==> src/rtl/pps_generator.sv <==
// One-pulse-per-period generator with a one-shot signed phase adjust.
// Outputs a fixed-width pulse, a rise tick and a running pulse count.
module pps_generator #(
  parameter int C_CLOCK_FREQUENCY = 125000,
  parameter int C_PULSE_WIDTH     = 12500,
  parameter int C_ADJ_WIDTH       = 18
) (
  input  logic                   clk,
  input  logic                   rst,
  input  logic                   enable,
  input  logic                   adj_valid,
  input  logic [C_ADJ_WIDTH-1:0] adj_value,
  output logic                   adj_ready,
  output logic                   pps_out,
  output logic                   pps_tick,
  output logic [31:0]            sec_count
);

  localparam int CNT_W = $clog2(2 * C_CLOCK_FREQUENCY);
  localparam int SUM_W = ((C_ADJ_WIDTH > CNT_W) ? C_ADJ_WIDTH : CNT_W) + 2;

  localparam logic signed [SUM_W-1:0] PER_NOM = SUM_W'(C_CLOCK_FREQUENCY);
  localparam logic signed [SUM_W-1:0] PER_MIN = SUM_W'(C_PULSE_WIDTH + 1);
  localparam logic signed [SUM_W-1:0] PER_MAX = SUM_W'(2 * C_CLOCK_FREQUENCY - 1);
  localparam logic [CNT_W-1:0]        PER_DEF = CNT_W'(C_CLOCK_FREQUENCY);
  localparam logic [CNT_W-1:0]        PW_LAST = CNT_W'(C_PULSE_WIDTH - 1);

  typedef enum logic {ST_IDLE, ST_RUN} state_t;

  state_t                 state_q, state_d;
  logic [CNT_W-1:0]       cnt_q, cnt_d;
  logic [CNT_W-1:0]       period_q, period_d;
  logic                   pps_q, pps_d;
  logic                   tick_q, tick_d;
  logic [31:0]            sec_q, sec_d;
  logic                   pend_q, pend_d;
  logic [C_ADJ_WIDTH-1:0] adj_q, adj_d;

  logic signed [SUM_W-1:0] adj_ext;
  logic signed [SUM_W-1:0] adj_sum;
  logic signed [SUM_W-1:0] adj_sat;
  logic [CNT_W-1:0]        next_period;
  logic                    period_start;

  always_ff @(posedge clk or posedge rst) begin
    if (rst) begin
      state_q  <= ST_IDLE;
      cnt_q    <= '0;
      period_q <= PER_DEF;
      pps_q    <= 1'b0;
      tick_q   <= 1'b0;
      sec_q    <= '0;
      pend_q   <= 1'b0;
      adj_q    <= '0;
    end else begin
      state_q  <= state_d;
      cnt_q    <= cnt_d;
      period_q <= period_d;
      pps_q    <= pps_d;
      tick_q   <= tick_d;
      sec_q    <= sec_d;
      pend_q   <= pend_d;
      adj_q    <= adj_d;
    end
  end

  // Adjusted period is clamped so the pulse always fits and cnt never overflows.
  always_comb begin
    adj_ext = $signed({{(SUM_W - C_ADJ_WIDTH){adj_q[C_ADJ_WIDTH-1]}}, adj_q});
    adj_sum = PER_NOM + adj_ext;
    if (adj_sum < PER_MIN) begin
      adj_sat = PER_MIN;
    end else if (adj_sum > PER_MAX) begin
      adj_sat = PER_MAX;
    end else begin
      adj_sat = adj_sum;
    end
    next_period = pend_q ? CNT_W'(adj_sat) : PER_DEF;
  end

  always_comb begin
    state_d      = state_q;
    cnt_d        = cnt_q;
    period_d     = period_q;
    pps_d        = pps_q;
    tick_d       = 1'b0;
    sec_d        = sec_q;
    pend_d       = pend_q;
    adj_d        = adj_q;
    period_start = 1'b0;

    case (state_q)
      ST_IDLE: begin
        cnt_d = '0;
        pps_d = 1'b0;
        if (enable) begin
          state_d      = ST_RUN;
          period_start = 1'b1;
        end
      end
      ST_RUN: begin
        if (!enable) begin
          state_d = ST_IDLE;
          cnt_d   = '0;
          pps_d   = 1'b0;
        end else if (cnt_q == period_q - 1'b1) begin
          period_start = 1'b1;
        end else begin
          cnt_d = cnt_q + 1'b1;
          if (cnt_q == PW_LAST) begin
            pps_d = 1'b0;
          end
        end
      end
      default: state_d = ST_IDLE;
    endcase

    if (period_start) begin
      cnt_d    = '0;
      pps_d    = 1'b1;
      tick_d   = 1'b1;
      sec_d    = sec_q + 32'd1;
      period_d = next_period;
      pend_d   = 1'b0;
    end

    // A transfer only happens while empty, so it never collides with consumption.
    if (adj_valid && !pend_q) begin
      pend_d = 1'b1;
      adj_d  = adj_value;
    end
  end

  assign adj_ready = !pend_q;
  assign pps_out   = pps_q;
  assign pps_tick  = tick_q;
  assign sec_count = sec_q;

endmodule

==> config.mk <==
export PLATFORM = sky130hd
export DESIGN_NAME = pps_generator
export DESIGN_NICKNAME = d
export VERILOG_FILES = /design/src/rtl/pps_generator.sv
export SDC_FILE = /design/constraint.sdc
export NUM_CORES = 1
export LEC_CHECK = 0
export CAP_MARGIN = 20
export CORE_ASPECT_RATIO = 0.75
export CORE_MARGIN = 2
export CORE_UTILIZATION = 58
export CTS_BUF_LIST = sky130_fd_sc_hd__clkbuf_4 sky130_fd_sc_hd__clkbuf_8 sky130_fd_sc_hd__clkbuf_16
export DETAILED_ROUTE_END_ITERATION = 8
export PLACE_DENSITY = 0.88
export SYNTH_ARGS = -nofsm -noshare
export SYNTH_HDL_FRONTEND = slang
export SYNTH_SLANG_ARGS = --single-unit
==> constraint.sdc <==
create_clock -name clk -period 9.3 [get_ports clk]
set_clock_uncertainty 0.2 [all_clocks]
set_input_delay 1.395 -clock clk [delete_from_list [all_inputs] [get_ports clk]]
set_output_delay 1.395 -clock clk [all_outputs]
set_load 0.05 [all_outputs]
After elaboration in Yosys (flattened, before gate mapping)
Cells that the tools add are included.
{"block": "op_classes", "n_lt_le_gt_ge": 2, "n_bitwise": 1, "n_mux": 19, "n_addsub": 4, "n_eq_ne": 4, "n_reduce_logical": 4}
{"operator": "18-bit 2-to-1 mux", "n": 6}
{"operator": "18-bit one-hot mux with 2 select lines", "n": 1}
{"operator": "32-bit by 1-bit adder with 32-bit output, second input constant", "n": 1}
{"operator": "18-bit by 18-bit adder with 19-bit output, first input constant", "n": 1}
{"operator": "19-bit greater-than comparator, second input constant", "n": 1}
{"operator": "19-bit by 15-bit < comparator with 1-bit output, second input constant", "n": 1}
{"operator": "18-bit by 1-bit adder with 18-bit output, second input constant", "n": 1}
{"operator": "18-bit by 14-bit == test with 1-bit output, second input constant", "n": 1}
{"operator": "18-bit == test", "n": 1}
{"operator": "18-bit by 1-bit subtractor with 18-bit output, second input constant", "n": 1}
{"operator": "1-bit 2-to-1 mux", "n": 10}
{"operator": "4-bit by 2-bit != test with 1-bit output, second input constant", "n": 1}
{"operator": "4-bit != test, second input constant", "n": 1}
{"operator": "1-bit one-hot mux with 2 select lines", "n": 2}
{"operator": "2-bit AND reduction", "n": 1}
{"operator": "2-bit nonzero test", "n": 1}
{"operator": "1-bit logical AND", "n": 1}
{"operator": "1-bit zero test", "n": 1}
{"operator": "1-bit inverter", "n": 1}
{"block": "word_totals", "in_bits": 22, "reg_bits": 90, "out_inout_bits": 35, "elab_cells": 42}

Logic depth before layout (Yosys ltp)
Gate-level depths: netlist of run 1.
{"block": "depth", "depth_word": 7, "ltp_mapped": 13, "ltp_nobuf": 11}

Worst setup path before layout of run 1
Ideal clock, no wire load.
{"block": "synth_timing", "path_kind": "flip-flop to flip-flop", "startpoint": "reg period_q[0]", "endpoint": "reg cnt_q[10]", "t_arrival_ps": 3279, "path_stages_with_launch": 11, "synth_period_minus_slack_ps": 3611, "setup_slack_ps": 5689, "setup_ps": 132, "path_buffers": 1, "cell_sequence": "dfrtp_1 -> inv_1 -> ha_1 -> or4b_2 -> nor4_2 -> xor2_1 -> o31a_1 -> a32o_1 -> o311ai_1 -> clkbuf_1 -> nor2_1"}
{"block": "synth_via", "elab_chain_cells": 6, "elab_cells_between_ends": 7, "cone_classes": "add/sub (1); eq/ne (2); mux (4)"}
{"item": "from (decl)", "line": "32", "rtl": "logic [CNT_W-1:0] period_q, period_d;"}
{"item": "from (signal assigned)", "line": "58", "rtl": "period_q <= period_d;"}
{"item": "18-bit by 1-bit subtractor with 18-bit output (*)", "line": "106", "rtl": "end else if (cnt_q == period_q - 1'b1) begin"}
{"item": "18-bit == test (*)", "line": "106"}
{"item": "1-bit 2-to-1 mux", "line": "106"}
{"item": "1-bit 2-to-1 mux", "line": "102", "rtl": "if (!enable) begin"}
{"item": "1-bit one-hot mux with 2 select lines", "line": "92", "rtl": "case (state_q)"}
{"item": "4-bit != test (no line) or 18-bit 2-to-1 mux (tied branches)"}
{"item": "to (signal assigned)", "line": "57", "rtl": "cnt_q <= cnt_d;"}
{"item": "to (decl)", "line": "31", "rtl": "logic [CNT_W-1:0] cnt_q, cnt_d;"}
Mark *: on every way between the ends. The rest lies on a longest branch, timed or not.
A chain may end at the register's enable or synchronous reset.

Final worst setup path of run 1
{"block": "layout_timing", "startpoint": "reg period_q[0]", "endpoint": "reg period_q[5]"}
{"block": "layout_via", "elab_chain_cells": 5}
{"item": "18-bit by 1-bit subtractor with 18-bit output", "line": "106"}
{"item": "18-bit == test", "line": "106"}
{"item": "1-bit 2-to-1 mux", "line": "106"}
{"item": "1-bit 2-to-1 mux", "line": "102"}
{"item": "1-bit one-hot mux with 2 select lines", "line": "92"}
No other way between the ends.

==> metrics.md, run 1 <==
| Metric | Value |
|---|---|
| Status | finished clean |
| Clock Pin Slew Worst Setup and Hold Paths | 0.06 ns |
| Yosys warnings | 0 |
| Pin count of the biggest net entering global routing | 71 |
| Worst setup EP type | flip-flop |
| Worst min path class | flip-flop to flip-flop |
| Seq pwr share | 39.8% |
| Die width | 112 um |
| Top_reg_cell synth | dfrtp_1 |
| Max rail drop VDD | 0.216 mV |
| Max Fanout on Critical Path | 41 |
| Cell Chain, Critical Path | inv_1 -> ha_1 -> or4b_2 -> nor4_2 -> xor2_1 -> o31a_1 -> a32o_1 -> o41a_1 -> buf_4 -> inv_1 -> nand3_1 -> o21ai_0 |
| CTS Hold Bufs | 0 |
| Drt drc | 0 |
| Avg Cell Area, Syn | 9.94 um^2 |
| Overflow after GRT | 0 |
| # nets final | 593 |
| Pre-CTS setup slack | 4.85 ns |
| Post-layout worst setup margin | 4.77 ns |
| Synth area leader | dfrtp_1 |
| CTS Buffer Depth | 2 |
| Actual slew at the worst max-slew pin | 0.879 ns |
| DIE AREA | 0.00959 mm^2 |
| Postcts setup bufs | 0 |
| Vias/cell | 6.10 |
| Total CTS buffers | 9 |
| Layout cells sized above 1 | 11.6% |
| CP Launch Type | flip-flop |
| Final TNS setup | 0 ns |
| Global-route wire length before repair | 19.8 mm |
| RSZ-0062 raised after global routing | false |
| Fraction of registers with async set/reset | 100% |
| Post-synthesis net count | 543 |
| Total GRT Usage | 25.9% |
| Top Metal Used | met4 |
| Final setup fails | 0 |
| Wl on met1 | 5.22 mm |
| Tmin final | 4.53 ns |
| Clock latency on the worst-skew pair | 0.35 ns |
| Worst min-delay path startpoint | sec_count[31]$_DFFE_PP0N_ |
| Max Cap Viol | 0 |
| Internal power | 963 uW |
| Mapped cell area | 0.00511 mm^2 |
| Initial drt markers | 360 |
| Kind of critical path | flip-flop to flip-flop |
| Final hold viol count | 0 |
| Clock Power Share | 25.4% |
| P&R area growth vs syn | 18.8% |
| Largest cells by area after synthesis | dfrtp_1 (41%), xor2_1 (8.4%), xnor2_1 (5.3%) |
| Drt total wl | 11.8 mm |
| Ports | 57 |
| Vias in the first global route | 4039 |
| FMAX | 221 MHz |
| Post-DRT Antenna Nets | 0 |
| Cell mode on critical path | inv_1 |
| Max-slew headroom | 41.4% |
| Metal2 WL | 5.59 mm |
| Via count | 4128 |
| Clock root buffer | clkbuf_16 |
| Post_cts resized | 0 |
| Seq cells post-synth | 90 |
| Effective utilization at floorplan | 60.2% |
| Wire per inst | 17.5 um |
| Global placer's final weighted congestion | 0.886 |
| Finished Core Util | 71.5% |
| Port Buf Inserts | 56 |
| Crit. Startpoint | period_q[0]$_DFFE_PP0N_ |
| H-tree levels | 3 |
| Slowest-stage cell, CP | or4b_2 |
| P_sw | 609 uW |
| Initial antenna violation count | 0 |
| Post-synth EDFFs | 0 |
| Post-synth cell types | 67 |
| Core Box Area | 0.00849 mm^2 |
| Final period util | 48.7% |
| Power per cell area | 259 mW/mm^2 |
| CTS sink count | 90 |
| Die Y-Extent | 85.3 um |
| RR Startpoint | period_q[0]$_DFFE_PP0N_ |
| CTS tree | yes |
| Worst path max stage delay | 0.67 ns |
| Antenna diode count | 0 |
| Syn Inst Count | 514 |
| Combinational power share | 34.7% |
| Fraction of power spent switching nets | 38.7% |
| Met3 wire length | 834 um |
| Drt first pass iters | 5 |
| Final HPWL DP | 8.35 mm |
| CP Data Required Time | 9.36 ns |
| Row count | 29 |
| Seq/Total Area, Yosys | 44.2% |
| Post-synth top area share | 40.6% |
| Leak | 0.00248 uW |
| Final count of pins violating max slew | 0 |
| Hold slack | 0.266 ns |
| Worst path arrival time | 4.59 ns |
[metal layers]
metal	up-vias	track usage, %
li1	1914	-
met5	-	0
met1	2029	36.3
met3	17	6.07
met2	168	39.8
met4	0	9.31
[cells in the mapped netlist, types with 4 or more instances]
cell,n
dfrtp_1,83
xor2_1,49
nand2_1,48
nor2_1,44
xnor2_1,31
and3_1,18
mux2_2,18
nand3_1,18
nor3_1,17
o21ai_0,17
clkbuf_1,16
nand4_1,15
inv_1,13
a21oi_1,7
dfstp_2,7
ha_1,7
nor4_2,7
and2_1,6
nor2b_1,6
nand2b_1,5
or3_1,5
a21o_1,4
a31oi_1,4
and4_1,4
[worst paths after layout]
kind,to,slack (ns),depth (start not counted)
hold / removal,sec_count[31]$_DFFE_PP0N_,0.27,1
hold reg to reg,sec_count[31]$_DFFE_PP0N_,0.27,1
setup reg to reg,period_q[5]$_DFFE_PP0N_,4.77,12
setup / recovery,period_q[5]$_DFFE_PP0N_,4.77,12
max in group asynchronous,adj_q[9]$_DFFE_PP0P_,6.60,3
min in group asynchronous,state_q$_DFF_PP0_,1.12,2
[layout by cell type (no fill, tap or decap), types with 6 or more instances in the layout]
cell,Yosys,layout
dfrtp_1,83,83
clkdlybuf4s50_1,0,56
nor4_2,7,7
nor2_1,44,44
and2_1,6,6
inv_1,13,12
nand4_1,15,15
clkbuf_16,0,9
dfstp_2,7,7
ha_1,7,7
a21oi_1,7,7
and3_1,18,18
xor2_1,49,49
nand3_1,18,18
mux2_2,18,18
o21ai_0,17,17
nor2b_1,6,6
nand2_1,48,48
nor3_1,17,17
xnor2_1,31,31
[final cells by class]
| type | instances | area (um^2) |
|---|---|---|
| Multi-Input combinational cell | 390 | 2710 |
| Clock buffer | 10 | 239 |
| Timing Repair Buffer | 60 | 591 |
| Sequential cell | 90 | 2260 |
| Fill cell | 596 | 2420 |
| Inverter | 13 | 50.0 |
| Clock inverter | 6 | 88.8 |
| Tap cell | 108 | 135 |
[power by group through the flow]
stage / clock [uW] / sequential (uW) / combinational, uW
2_1_floorplan: 0 / 638 / 369
3_3_place_gp: 0 / 618 / 519
3_5_place_dp: 0 / 627 / 538
4_1_cts: 402 / 622 / 543
5_1_grt: 420 / 641 / 596
6_report: 400 / 626 / 546
[through the flow]
stage                     power [uW]  cells  instance area (um^2)
after detailed placement        1160    661                  5740
after global placement          1140    660                  5740
after floorplan                 1010    514                  5110
after CTS                       1570    677                  6070
after global routing            1660    677                  6070
final                           1570    677                  6070
[flip-flops by register name, indices dropped and copies added (netlist names)]
register and flops:
sec_count 32, pend_q 1, adj_q 18, pps_out 1, period_q 18, state_q 1, cnt_q 18, pps_tick 1
[critical path, delay by kind of cell, from the launching register on]
| kind | cells | cell delay (ns) |
|---|---|---|
| buffers and inverters | 3 | 0.99 |
| and+or+nand+nor | 3 | 1.29 |
| AOI/OAI and AO/OA | 4 | 1.16 |
| xor gates and xnor gates | 1 | 0.12 |
| adders and majority gates | 1 | 0.24 |
| DFF | 1 | 0.42 |
[kinds of logic (layout without fill, tap and decap cells)]
logic type	count (synthesis)	in the layout	share of synthesized area [%]
xor+xnor	81	81	14.2
simple gates	219	219	23.9
fa+ha+maj	7	7	1.71
mux	21	21	4.55
compound gates	62	62	8.47
buf+inv	34	89	2.96
flops	90	90	44.2
(Power assumes the default switching activity.)
==> run 2, diff against run 1 <==
--- a/config.mk
+++ b/config.mk
@@ -8,10 +8,10 @@
 export CAP_MARGIN = 20
 export CORE_ASPECT_RATIO = 0.75
 export CORE_MARGIN = 2
-export CORE_UTILIZATION = 58
+export CORE_UTILIZATION = 51
 export CTS_BUF_LIST = sky130_fd_sc_hd__clkbuf_4 sky130_fd_sc_hd__clkbuf_8 sky130_fd_sc_hd__clkbuf_16
 export DETAILED_ROUTE_END_ITERATION = 8
-export PLACE_DENSITY = 0.88
+export PLACE_DENSITY = 0.82
 export SYNTH_ARGS = -nofsm -noshare
 export SYNTH_HDL_FRONTEND = slang
 export SYNTH_SLANG_ARGS = --single-unit
==> constraint.sdc (replaced) <==
create_clock -name clk -period 3.9 [get_ports clk]
set_clock_uncertainty 0.2 [all_clocks]
set_input_delay 0.585 -clock clk [delete_from_list [all_inputs] [get_ports clk]]
set_output_delay 0.585 -clock clk [all_outputs]
set_load 0.05 [all_outputs]
==> run 2 against run 1 <==
Against the previous run: clock power up 110%; cell area grew 2.0%; core utilization decreased by 7.6 points; sequential power grew 140%; total power increased by 130%; critical path type unchanged; critical endpoint is now sec_count[15]$_DFFE_PP0N_; highest routed layer unchanged.
==> metrics.md, run 2 (same netlist as run 1, synthesis figures left out) <==
| Metric | Value |
|---|---|
| Status | finished clean |
| Power per cell area | 596 mW/mm^2 (+130%) |
| Effective utilization at floorplan | 52.7% (-7.5 points) |
| Max Cap Viol | 0 (unchanged) |
| Drt drc | 0 (unchanged) |
| # nets final | 601 (+1.3%) |
| Final HPWL DP | 8.57 mm (+2.6%) |
| Port Buf Inserts | 56 (unchanged) |
| Via count | 4056 (-1.7%) |
| Worst min-delay path startpoint | period_q[14]$_DFFE_PP1N_ |
| Final hold viol count | 0 (unchanged) |
| Initial drt markers | 337 (-6.4%) |
| WHS Endpoint | period_q[14]$_DFFE_PP1N_ |
| CTS sink count | 90 (unchanged) |
| Vias in the first global route | 3928 (-2.7%) |
| Drt first pass iters | 5 (unchanged) |
| # fillers | 801 (+34%) |
| Final period util | 95.0% (+46 points) |
| CTS Buffer Depth | 2 (unchanged) |
| Cell Chain, Critical Path | inv_1 -> ha_1 -> or4b_4 -> nor4_4 -> xor2_1 -> o31a_1 -> a32o_1 -> o41a_1 -> buf_12 -> nor4b_1 -> xor2_1 |
| H-tree levels | 3 (unchanged) |
| CTS tree | yes |
| R2R Path End | sec_count[15]$_DFFE_PP0N_ |
| CP Launch Type | flip-flop |
| Pin count of the biggest net entering global routing | 57 (-20%) |
| Register-to-register setup slack | 0.19 ns (-4.58 ns) |
| Leading cell type in the layout, fill and taps excluded | dfrtp_1 |
| Global placer's final weighted congestion | 0.866 (-2.2%) |
| Post-Place Cells | 690 (+4.4%) |
| Slowest-stage cell, CP | or4b_4 |
| Kind of critical path | flip-flop to flip-flop |
| Max-slew headroom | 60.1% (+19 points) |
| Total CTS buffers | 9 (unchanged) |
| RSZ-0062 raised after global routing | false |
| Leak | 0.00254 uW (+2.0%) |
| Hold slack | 0.282 ns (+0.0160 ns) |
| Core Box Area | 0.00970 mm^2 (+14%) |
| Max rail drop VDD | 0.308 mV (+42%) |
| Final count of pins violating max slew | 0 (unchanged) |
| Pre-CTS setup slack | -0.0379 ns (-4.88 ns) |
| Tmin final | 3.71 ns (-0.823 ns) |
| Design Area, Final | 0.00619 mm^2 (+2.0%) |
| Clock Pin Slew Worst Setup and Hold Paths | 0.07 ns (about the same) |
| Cell mode on critical path | xor2_1 |
| Actual slew at the worst max-slew pin | 0.597 ns (-0.282 ns) |
| Die width | 120 um (+6.4%) |
| Final TNS setup | 0 ns (unchanged) |
| Clock latency on the worst-skew pair | 0.35 ns (about the same) |
| Post-DRT Antenna Nets | 0 (unchanged) |
| DIE AREA | 0.0108 mm^2 (+13%) |
| Global-route wire length before repair | 19.9 mm (+0.38%) |
| Hold Crit Depth | 2 (+1) |
| Total GRT Usage | 23.0% (-2.9 points) |
| Max reg flops | 32 (unchanged) |
| Final setup fails | 0 (unchanged) |
| Drt total wl | 11.9 mm (+0.20%) |
| Crit. Startpoint | period_q[0]$_DFFE_PP0N_ |
| Worst path arrival time | 3.78 ns (-0.81 ns) |
| Most frequent cells in the layout | dfrtp_1 (83), clkdlybuf4s50_1 (56), xor2_1 (49) |
| Max Fanout on Critical Path | 41 (unchanged) |
| Initial antenna violation count | 0 (unchanged) |
| Worst min path class | flip-flop to flip-flop |
| Antenna diode count | 0 (unchanged) |
| Die Y-Extent | 90.7 um (+6.3%) |
| Worst path max stage delay | 0.50 ns (-0.17 ns) |
| Layout cells sized above 1 | 13.2% (+1.6 points) |
| RR Startpoint | period_q[0]$_DFFE_PP0N_ |
| P&R area growth vs syn | 21.2% |
| Vias/cell | 5.72 (-6.2%) |
| Ports | 57 (unchanged) |
| FMAX | 270 MHz (+22%) |
| Non-filler cells, final | 709 (+4.7%) |
| Post-place instance area | 0.00584 mm^2 (+1.6%) |
| Overflow after GRT | 0 (unchanged) |
| CP Data Required Time | 3.97 ns (-5.39 ns) |
| Row count | 31 (+6.9%) |
| Worst setup EP type | flip-flop |
| Wire per inst | 16.7 um (-4.3%) |
| Clock root buffer | clkbuf_16 |
| Post-layout worst setup margin | 0.194 ns (-4.58 ns) |
| R2R cell count | 11 (-1) |
## run 2: changes by cell type in the layout (fill, tap and decap cells not counted), sizes merged
| cell | before | now |
|---|---|---|
| inv | 13 | 14 |
| clkinv | 2 | 6 |
| buf | 4 | 12 |
| bufinv | 2 | 0 |
| clkinvlp | 2 | 0 |
| clkbuf | 10 | 9 |
## run 2: worst max-delay path by stage
stage	slack [ns]	depth (start not counted)	to
final	0.19	11	sec_count[15]$_DFFE_PP0N_
after detailed placement	-0.04	13	sec_count[8]$_DFFE_PP0N_
after CTS	0.01	13	period_q[10]$_DFFE_PP0N_
after global placement	0.16	12	period_q[13]$_DFFE_PP1N_
after floorplan	0.29	10	cnt_q[10]$_DFFE_PP0P_
after global routing	0.02	13	sec_count[18]$_DFFE_PP0N_
## run 2: area by class of cell
| cell class | instances | area (um^2) | area share, % |
|---|---|---|---|
| Multi-Input combinational cell | 390 | 2720 | 44.0 |
| Sequential cell | 90 | 2260 | 36.5 |
| Timing Repair Buffer | 68 | 696 | 11.2 |
| Clock buffer | 9 | 225 | 3.64 |
| Tap cell | 132 | 165 | 2.67 |
| Clock inverter | 7 | 73.8 | 1.19 |
| Inverter | 13 | 50.0 | 0.808 |
## run 2: layer usage
metal,global-route usage [%],share of wire (%),vias up
li1,-,-,1930
met1,32.7,46,1979
met2,35.2,47,137
met3,6.00,6.1,10
met4,5.29,0.84,0
met5,0,0,-
## run 2: critical path: cells and delay by family, from the launching register on
family,cells,cell delay (ns)
DFF,1,0.38
AOI/OAI and AO/OA,3,1.04
buffers and inverters,2,0.29
adders and majority gates,1,0.16
and+or+nand+nor,3,1.22
xor gates and xnor gates,2,0.32
## run 2: where the power goes
part	internal (uW)	switching [uW]
clock network	451	404
logic	596	766
registers	1150	322
total	2200	1490
## run 2: repair_timing
| item | 4_1_cts | 5_1_grt |
|---|---|---|
| hold buffers | 0 | 0 |
| hold endpoints to repair | 0 | 0 |
| pin swaps | 0 | 2 |
| endpoints found under the setup margin | 14 | 29 |
| resized for setup | 1 | 6 |
| setup buffers | 0 | 2 |
## run 2: per-stage QoR
stage,util (%),total power (uW)
after global placement,60.2,2740
after global routing,63.9,3900
final,63.9,3690
after detailed placement,60.2,2800
after CTS,63.4,3670
after floorplan,-,2400
